**config.mk**
```make
export PLATFORM = sky130hd
export DESIGN_NAME = demux_buf
export DESIGN_NICKNAME = d
export VERILOG_FILES = /design/src/rtl/demux_fifo.sv /design/src/rtl/demux_buf.sv
export SDC_FILE = /design/constraint.sdc
export NUM_CORES = 1
export LEC_CHECK = 0
export ABC_AREA = 1
export CAP_MARGIN = 20
export CORE_MARGIN = 2
export CORE_UTILIZATION = 40
export CTS_CLUSTER_DIAMETER = 60
export DETAILED_ROUTE_END_ITERATION = 7
export SLEW_MARGIN = 20
export SYNTH_ARGS = -nofsm -noshare
export SYNTH_HDL_FRONTEND = slang
export SYNTH_SLANG_ARGS = --single-unit
```
**constraint.sdc**
```tcl
create_clock -name clk -period 1.98 [get_ports clk]
set_clock_uncertainty 0.1 [all_clocks]
set_input_delay 0.396 -clock clk [delete_from_list [all_inputs] [get_ports clk]]
set_output_delay 0.396 -clock clk [all_outputs]
set_load 0.005 [all_outputs]
```
**src/rtl/demux_fifo.sv**
```systemverilog
// demux_fifo: DEPTH-entry FIFO with count-derived full/empty; a push is visible at the head one cycle later.
// A push while full and a pop while empty are both dropped internally, so the caller never corrupts state.
module demux_fifo #(
   parameter int WIDTH = 10,
   parameter int DEPTH = 4
) (
   input  logic                       clk,
   input  logic                       reset_n,
   input  logic                       i_push,
   input  logic [WIDTH-1:0]           i_dat,
   input  logic                       i_pop,
   output logic                       o_full,
   output logic                       o_empty,
   output logic [$clog2(DEPTH+1)-1:0] o_count,
   output logic [WIDTH-1:0]           o_head
);
   localparam int COUNT_W = $clog2(DEPTH+1);
   localparam int PTR_W   = $clog2(DEPTH);
   localparam logic [COUNT_W-1:0] FULL_CNT = COUNT_W'(DEPTH);

   logic [WIDTH-1:0]   r_mem [DEPTH];
   logic [PTR_W-1:0]   r_wptr;
   logic [PTR_W-1:0]   r_rptr;
   logic [COUNT_W-1:0] r_count;
   logic               w_push;
   logic               w_pop;

   assign o_full  = (r_count == FULL_CNT);
   assign o_empty = (r_count == '0);
   assign w_push  = i_push & ~o_full;
   assign w_pop   = i_pop & ~o_empty;

   // Storage is deliberately left unreset; the head is qualified by o_empty upstream.
   always_ff @(posedge clk) begin
      if (w_push) begin
         r_mem[r_wptr] <= i_dat;
      end
   end

   always_ff @(posedge clk or negedge reset_n) begin
      if (!reset_n) begin
         r_wptr  <= '0;
         r_rptr  <= '0;
         r_count <= '0;
      end else begin
         if (w_push) begin
            r_wptr <= r_wptr + 1'b1;
         end
         if (w_pop) begin
            r_rptr <= r_rptr + 1'b1;
         end
         case ({w_push, w_pop})
            2'b10:   r_count <= r_count + 1'b1;
            2'b01:   r_count <= r_count - 1'b1;
            default: r_count <= r_count;
         endcase
      end
   end

   assign o_count = r_count;
   assign o_head  = r_mem[r_rptr];

   a_count_range: assert property (@(posedge clk) disable iff (!reset_n) r_count <= FULL_CNT);
   a_no_push_full: assert property (@(posedge clk) disable iff (!reset_n) o_full |-> !w_push);

endmodule

```
**src/rtl/demux_buf.sv**
```systemverilog
// demux_buf: steers one valid/ready stream into two independently buffered channels, 1-cycle push-to-output.
// ready_o depends only on sel_i and the selected FIFO's start-of-cycle full flag, so one stalled channel never blocks the other.
module demux_buf #(
   parameter int WIDTH = 10,
   parameter int DEPTH = 4
) (
   input  logic                       clk,
   input  logic                       reset_n,
   input  logic                       valid_i,
   input  logic                       sel_i,
   input  logic [WIDTH-1:0]           d_i,
   output logic                       ready_o,
   output logic                       valid0_o,
   output logic [WIDTH-1:0]           d0_o,
   input  logic                       ready0_i,
   output logic [$clog2(DEPTH+1)-1:0] count0_o,
   output logic                       valid1_o,
   output logic [WIDTH-1:0]           d1_o,
   input  logic                       ready1_i,
   output logic [$clog2(DEPTH+1)-1:0] count1_o
);
   localparam int COUNT_W = $clog2(DEPTH+1);

   logic               w_full0;
   logic               w_full1;
   logic               w_empty0;
   logic               w_empty1;
   logic               w_push0;
   logic               w_push1;
   logic [WIDTH-1:0]   w_head0;
   logic [WIDTH-1:0]   w_head1;
   logic [COUNT_W-1:0] w_count0;
   logic [COUNT_W-1:0] w_count1;

   assign ready_o = sel_i ? ~w_full1 : ~w_full0;
   assign w_push0 = valid_i & ready_o & ~sel_i;
   assign w_push1 = valid_i & ready_o & sel_i;

   demux_fifo #(.WIDTH(WIDTH), .DEPTH(DEPTH)) u_fifo0 (
      .clk     (clk),
      .reset_n (reset_n),
      .i_push  (w_push0),
      .i_dat   (d_i),
      .i_pop   (ready0_i),
      .o_full  (w_full0),
      .o_empty (w_empty0),
      .o_count (w_count0),
      .o_head  (w_head0)
   );

   demux_fifo #(.WIDTH(WIDTH), .DEPTH(DEPTH)) u_fifo1 (
      .clk     (clk),
      .reset_n (reset_n),
      .i_push  (w_push1),
      .i_dat   (d_i),
      .i_pop   (ready1_i),
      .o_full  (w_full1),
      .o_empty (w_empty1),
      .o_count (w_count1),
      .o_head  (w_head1)
   );

   // Zero-gate heads so unwritten storage never leaks onto an idle channel.
   assign valid0_o = ~w_empty0;
   assign valid1_o = ~w_empty1;
   assign d0_o     = valid0_o ? w_head0 : '0;
   assign d1_o     = valid1_o ? w_head1 : '0;
   assign count0_o = w_count0;
   assign count1_o = w_count1;

endmodule

```
==> metrics.md, run 1 <==
| Metric | Value |
|---|---|
| Run status | `finished clean` |
| GRT Total Usage | `17.2%` |
| Metal1 wirelength | `4270 um` |
| P per Cell Area | `1350 mW/mm^2` |
| Die area | `0.0115 mm^2` |
| Area fraction in and, or, nand and nor cells after synthesis | `17.0%` |
| Type of the setup path with the least slack | `flop to output pin` |
| Max_cap viols | `0` |
| Met3 WL post-DR | `324 um` |
| Horizontal die dimension | `107 um` |
| Final period utilization | `99.8%` |
| Sort of element at the end of the critical path | `output pin` |
| Number of buffers inserted during clock tree synthesis | `9` |
| Cell internal pwr | `4750 uW` |
| Synthesized cell area | `0.00427 mm^2` |
| Final design instance area without fill | `0.00577 mm^2` |
| First-pass iteration count of the detailed router | `5` |
| R2R cell count | `11` |
| Yosys warning total | `0` |
| Slack of the worst reg-to-reg path | `110 ps` |
| Switching power | `3030 uW` |
| Average instance area after synthesis | `9.94 um^2` |
| Number of distinct library cell variants in the gate-level netlist after synthesis | `15` |
| Maximum achievable frequency | `506 MHz` |
| Via density per instance | `4.61` |
| Unrepaired setup endpoints after global routing | `true` |
| Slew at the pin closest to its max-slew limit | `324 ps` |
| Post-synth top flop | `sky130_fd_sc_hd__edfxtp_1` |
| Highest metal layer used by the detailed router | `met4` |
| Count of clock tree sinks | `94` |
| Maximum buffer depth of the clock tree | `2` |
| Sequential power share | `34.0%` |
| Area share of xor/xnor cells in the synthesized design | `0.820%` |
| Core Rows | `37` |
| Gp weighted congestion | `0.776` |
| CTS HTree Levels | `3` |
| Routed length on met2 | `4940 um` |
| Via count of the first global-routing pass | `3040` |
| Fraction of layout cells with a size suffix above 1 | `33.3%` |
| Initial antenna violation count | `0` |
| Arrival time at the worst endpoint | `1480 ps` |
| Fraction of the mapped netlist area in adder cells | `3.86%` |
| Overall routed net length | `9640 um` |
| Power Total | `7790 uW` |
| Post-detailed-route DRC marker count | `0` |
| Placeable core area | `0.0104 mm^2` |
| Synth-to-Final Area Change | `35.1%` |
| Synthesized flop and latch total | `94` |
| CTS tree | `yes` |
| CTS Hold Buffers Added | `0` |
| Gate count of the mapped netlist | `430` |
| Vertical die dimension | `107 um` |
| Max-Slew Margin vs Limit | `78.3%` |
| DRC violation total after the first TritonRoute iteration | `132` |
| Final-report hold violation count | `0` |
| Leftover overflow at the end of global routing | `0` |
| Antenna violation net count after detailed routing | `0` |
| Number of failing setup endpoints in the final timing report | `0` |
| Async set-reset flop share out of synthesis | `14.9%` |
| Largest net degree at the start of global routing | `22` |
| Number of enable flip-flop cells after synthesis | `80` |
| Worst IR Drop VDD | `887 uV` |
| Average wire length per cell after detail routing | `14.3 um` |
| Power share of the clock group | `14.7%` |
| Antenna diodes | `0` |
| Post-Syn Nets | `458` |
| Detailed-route via count | `3119` |
| Most used cells in the layout excluding fill and tap cells | `sky130_fd_sc_hd__inv_1, sky130_fd_sc_hd__nand2_1, sky130_fd_sc_hd__edfxtp_1, sky130_fd_sc_hd__buf_4, sky130_fd_sc_hd__nand3_2` |
| Static power due to leakage | `0.00268 uW` |
| Clock Latency Late Sink | `360 ps` |
| Total half-perimeter wirelength after legalization and detailed placement | `5870 um` |
| First-pass GRT wire length | `14900 um` |
| Port Buf Inserts | `44` |
| Nets | `564` |
| Post-synthesis sequential area ratio | `64.4%` |
| FILL cells | `926` |
| Post-place instance area | `0.00513 mm^2` |
| Critical Path Fanout Max | `6` |
| Clock tree root buffer cell | `sky130_fd_sc_hd__clkbuf_8` |
| Clock transition at the registers of the reported paths | `90 ps` |
| Required time worst endpoint | `1480 ps` |
| Final Max Tran Viols | `0` |
| Multiplexer fraction of the synthesized cell area | `0%` |
| Sw Share | `39.0%` |
| Most common cell after layout, fill and taps aside | `sky130_fd_sc_hd__inv_1` |
| Startpoint type of the worst setup path | `flop` |
| Compound-Gate Fraction of Synth Area | `2.81%` |
| Ports | `45` |
| Min-delay worst type | `input port to asynchronous set/reset pin` |
| Minimum period implied by the final worst setup slack | `1980 ps` |
| Initial core utilization | `41.2%` |
| Combinational fraction of design power | `51.4%` |
| Largest family of logic cells by synthesized area | `simple AND/OR/NAND/NOR gates` |
final timing paths:
| path | end | startpoint |
|---|---|---|
| setup reg to reg | u_fifo1.o_count[2] | u_fifo1.o_count[0] |
| min in group clk | u_fifo1.r_wptr[1] | u_fifo1.r_wptr[1] |
| max in group asynchronous | u_fifo1.r_rptr[0] | reset_n |
| hold reg to reg | u_fifo1.r_wptr[1] | u_fifo1.r_wptr[1] |
| setup / recovery | d0_o[4] | u_fifo0.r_rptr[0] |
| hold / removal | u_fifo1.o_count[1] | reset_n |
cells by family (layout without fill, tap and decap cells):
| group | Yosys count | count (layout) |
|---|---|---|
| xor+xnor | 4 | 4 |
| fa+ha+maj | 12 | 12 |
| simple gates | 173 | 173 |
| buf+inv | 123 | 233 |
| compound gates | 24 | 24 |
| flops | 94 | 94 |
worst max-delay path: stages, from the launching register on:
cell and delay, ps:
sky130_fd_sc_hd__dfrtp_2 430, sky130_fd_sc_hd__buf_8 160, sky130_fd_sc_hd__clkinv_8 70, sky130_fd_sc_hd__nand2_2 70, sky130_fd_sc_hd__nand3_2 70, sky130_fd_sc_hd__a21oi_2 180
sky130_fd_sc_hd__buf_2 140
synth_stat cells, types with 4 or more instances:
library cell,count,share of area [%]
sky130_fd_sc_hd__nand4_1,6,0.88
sky130_fd_sc_hd__xnor2_1,4,0.82
sky130_fd_sc_hd__inv_1,105,9.2
sky130_fd_sc_hd__buf_2,10,1.2
sky130_fd_sc_hd__edfxtp_1,80,56
sky130_fd_sc_hd__nand3_1,50,5.9
sky130_fd_sc_hd__nor2_1,8,0.70
sky130_fd_sc_hd__ha_1,10,2.9
sky130_fd_sc_hd__nand2_1,109,9.6
sky130_fd_sc_hd__o21ai_0,4,0.47
sky130_fd_sc_hd__inv_2,6,0.53
sky130_fd_sc_hd__dfrtp_1,14,8.2
sky130_fd_sc_hd__a21oi_1,20,2.3
registers in the layout, indices dropped and copies added, names as in the netlist:
name             cells
u_fifo0.r_mem       40
u_fifo1.r_mem       40
u_fifo0.o_count      3
u_fifo1.o_count      3
u_fifo0.r_rptr       2
u_fifo0.r_wptr       2
u_fifo1.r_rptr       2
u_fifo1.r_wptr       2
stage by stage:
step / hold WS [ps] / setup TNS, ps / worst slack (ps) / utilization, % / cells
final: 249 / 0 / 3.64 / 55.7 / 676
after global routing: 241 / -581 / -59.8 / 55.7 / 676
after CTS: 234 / -182 / -48.9 / 52.9 / 670
after detailed placement: 418 / -1440 / -286 / 49.4 / 639
after global placement: 414 / -661 / -209 / 49.4 / 639
after floorplan: 0.409 / 0 / 96.2 / - / 430
area by class of cell:
| class | count | area [um^2] | area share, % |
|---|---|---|---|
| timing repair inverter | 3 | 23.8 | 0.412 |
| multi-input combinational | 213 | 1370 | 23.6 |
| tap | 136 | 170 | 2.95 |
| clock buffer | 9 | 124 | 2.15 |
| clock inverter | 6 | 46.3 | 0.802 |
| sequential | 94 | 2760 | 47.7 |
| inverter | 113 | 452 | 7.82 |
| timing repair buffer | 102 | 838 | 14.5 |
routing by layer:
metal / GRT usage (%) / vias to the layer above
met4: 4.03 / 0
met1: 21.7 / 1494
li1: - / 1563
met3: 4.60 / 7
met2: 29.4 / 55
met5: 0 / -
power by group through the flow:
stage               Combinational, uW  Sequential, uW  Clock [uW]
finish                           4000            2650        1140
global route                     4390            2680        1250
floorplan                        1610            2680           0
CTS                              3540            2640        1180
detailed placement               3280            2660           0
global placement                 3220            2640           0
repair_timing:
action                                  4_1_cts  5_1_grt
cloned                                        2        2
endpoints found under the setup margin       24       26
gates resized for setup                     134       64
pin swaps                                    27       29
buffers inserted                             14        7
(Power assumes the default switching activity.)
==> run 2, diff against run 1 <==
- TNS_END_PERCENT: unset -> 20
==> run 2 against run 1 <==
Effect of this change: the run now ends with negative setup slack left; core utilization down 2.4 points; first-iteration DRC count rose by 14%; die area did not move; setup slack got worse by 38 ps; critical path depth down 1; maximum frequency decreased by 1.9%; total power shrank 6.0%; combinational power shrank 12%; register-to-register slack about the same; cell count decreased by 1.9%.
==> metrics.md, run 2 (synthesis results as in run 1) <==
| Metric | Value |
|---|---|
| Run status | `finished with violations` |
| Violated checks | `negative setup slack` |
| Max-Slew Margin vs Limit | `78.4% (+0.089 points)` |
| Placeable core area | `0.0104 mm^2 (unchanged)` |
| Overall routed net length | `8980 um (-6.9%)` |
| Arrival time at the worst endpoint | `1520 ps (+40 ps)` |
| Critical Path Fanout Max | `6 (unchanged)` |
| Multi-input logic area | `0.00124 mm^2 (-9.4%)` |
| Horizontal die dimension | `107 um (unchanged)` |
| Gp weighted congestion | `0.776 (unchanged)` |
| Final design instance area without fill | `0.00553 mm^2 (-4.3%)` |
| Largest net degree at the start of global routing | `22 (unchanged)` |
| Minimum period implied by the final worst setup slack | `2010 ps (+37.8 ps)` |
| DRC violation total after the first TritonRoute iteration | `150 (+14%)` |
| FILL cells | `941 (+1.6%)` |
| Nets | `551 (-2.3%)` |
| Register area | `0.00276 mm^2 (unchanged)` |
| CTS HTree Levels | `3 (unchanged)` |
| Leftover overflow at the end of global routing | `0 (unchanged)` |
| Slack of the worst reg-to-reg path | `100 ps (about the same)` |
| Most common cell after layout, fill and taps aside | `sky130_fd_sc_hd__nand2_1` |
| Power Total | `7320 uW (-6.0%)` |
| Slew at the pin closest to its max-slew limit | `323 ps (-1.32 ps)` |
| Count of clock tree sinks | `94 (unchanged)` |
| Clock transition at the registers of the reported paths | `90 ps (about the same)` |
| Vertical die dimension | `107 um (unchanged)` |
| Final-report hold violation count | `0 (unchanged)` |
| Clock Latency Late Sink | `360 ps (about the same)` |
| Number of buffers inserted during clock tree synthesis | `9 (unchanged)` |
| Clock tree root buffer cell | `sky130_fd_sc_hd__clkbuf_8` |
| Final setup slack of the worst path | `-34.2 ps (-37.8 ps)` |
| Unrepaired setup endpoints after global routing | `true` |
| Initial core utilization | `41.2% (unchanged)` |
| Ports | `45 (unchanged)` |
| Antenna diodes | `0 (unchanged)` |
| Most used cells in the layout excluding fill and tap cells | `sky130_fd_sc_hd__nand2_1, sky130_fd_sc_hd__inv_1, sky130_fd_sc_hd__edfxtp_1, sky130_fd_sc_hd__buf_4, sky130_fd_sc_hd__nand3_1` |
| Average wire length per cell after detail routing | `13.5 um (-5.1%)` |
| Sort of element at the end of the critical path | `output pin` |
| Type of the setup path with the least slack | `flop to output pin` |
| Number of failing setup endpoints in the final timing report | `2 (+2)` |
| Final Max Tran Viols | `0 (unchanged)` |
| Maximum buffer depth of the clock tree | `2 (unchanged)` |
| Synth-to-Final Area Change | `29.3%` |
| Total half-perimeter wirelength after legalization and detailed placement | `5870 um (unchanged)` |
| Core Rows | `37 (unchanged)` |
| Fraction of layout cells with a size suffix above 1 | `26.0% (-7.3 points)` |
| First-pass iteration count of the detailed router | `4 (-1)` |
| Detailed-route via count | `3012 (-3.4%)` |
| Maximum achievable frequency | `496 MHz (-1.9%)` |
| Leading registers by flop count | `u_fifo0.r_mem x40, u_fifo1.r_mem x40` |
| Die area | `0.0115 mm^2 (unchanged)` |
| Post-detailed-route DRC marker count | `0 (unchanged)` |
| GRT Total Usage | `16.6% (-0.54 points)` |
| Required time worst endpoint | `1480 ps (about the same)` |
| Final period utilization | `102% (+1.9 points)` |
| Antenna violation net count after detailed routing | `0 (unchanged)` |
| Via count of the first global-routing pass | `2969 (-2.3%)` |
| Post-place instance area | `0.00513 mm^2 (unchanged)` |
| Startpoint type of the worst setup path | `flop` |
| Via density per instance | `4.54 (-1.5%)` |
| CTS tree | `yes` |
| Min-delay worst type | `input port to asynchronous set/reset pin` |
| Max_cap viols | `0 (unchanged)` |
| Port Buf Inserts | `44 (unchanged)` |
| Static power due to leakage | `0.00254 uW (-5.1%)` |
| P per Cell Area | `1320 mW/mm^2 (-1.8%)` |
| First-pass GRT wire length | `14500 um (-3.1%)` |
| Initial antenna violation count | `0 (unchanged)` |
| Worst IR Drop VDD | `810 uV (-8.7%)` |
==> run 2: cell types whose count changed in the layout (fill, tap and decap cells not counted), moves of 3 or more <==
cell / before / now
sky130_fd_sc_hd__buf_6: 10 / 6
sky130_fd_sc_hd__a21oi_2: 18 / 15
sky130_fd_sc_hd__nand3_1: 22 / 33
sky130_fd_sc_hd__nand2_2: 16 / 5
sky130_fd_sc_hd__a21oi_1: 2 / 5
sky130_fd_sc_hd__nand2_1: 89 / 104
sky130_fd_sc_hd__nand3_2: 24 / 13
sky130_fd_sc_hd__buf_4: 46 / 40
sky130_fd_sc_hd__nand2_4: 4 / 0
==> run 2: layer usage <==
layer / part of all wire [%] / vias up / GRT usage (%)
met4: 1.1 / 0 / 4.30
met2: 51 / 53 / 28.7
met1: 43 / 1413 / 20.6
met3: 4.3 / 7 / 4.60
met5: 0 / - / 0
li1: - / 1539 / -
==> run 2: report_power, final <==
group	internal [uW]	switching (uW)
combinational	1600	1920
clock	458	681
sequential	2480	183
total	4540	2790
==> run 2: final timing paths <==
check	start	endpoint	depth (start not counted)
max reg2reg	u_fifo0.o_count[1]	u_fifo0.o_count[2]	12
min	reset_n	u_fifo1.r_rptr[1]	2
max	u_fifo0.r_rptr[0]	d0_o[3]	5
max in group asynchronous	reset_n	u_fifo1.r_rptr[0]	2
min reg2reg	u_fifo1.r_wptr[1]	u_fifo1.r_wptr[1]	2
min in group clk	u_fifo1.r_wptr[1]	u_fifo1.r_wptr[1]	2
==> run 2: stage by stage <==
step | std cells | util (%) | setup TNS [ps] | worst slack, ps | hold WS [ps]
floorplan | 430 | - | 0 | 96.2 | 0.409
global placement | 639 | 49.4 | -661 | -209 | 414
global route | 663 | 53.3 | -824 | -98.0 | 238
detailed placement | 639 | 49.4 | -1440 | -286 | 418
CTS | 660 | 52.1 | -678 | -126 | 234
finish | 663 | 53.3 | -57.1 | -34.2 | 245
==> run 2: repair_timing <==
item	CTS	global route
setup endpoints to repair	24	24
buffers inserted	6	3
hold buffers	0	0
pin swaps	16	20
gates resized for setup	101	49
==> run 2: area by class of cell <==
| type | instances | area share [%] |
|---|---|---|
| clock buffers | 9 | 2.24 |
| clock inverters | 6 | 0.837 |
| inverters | 113 | 8.04 |
| multi-input cells | 213 | 22.4 |
| flip-flops and latches | 94 | 49.8 |
| well taps | 136 | 3.08 |
| repair buffers | 92 | 13.6 |
==> run 2: critical path, stage by stage, from the launching register on <==
cell and delay [ps]:
sky130_fd_sc_hd__dfrtp_2 470, sky130_fd_sc_hd__buf_6 150, sky130_fd_sc_hd__nand2_1 70, sky130_fd_sc_hd__nand3_1 100, sky130_fd_sc_hd__a21oi_2 150, sky130_fd_sc_hd__clkdlybuf4s15_2 210
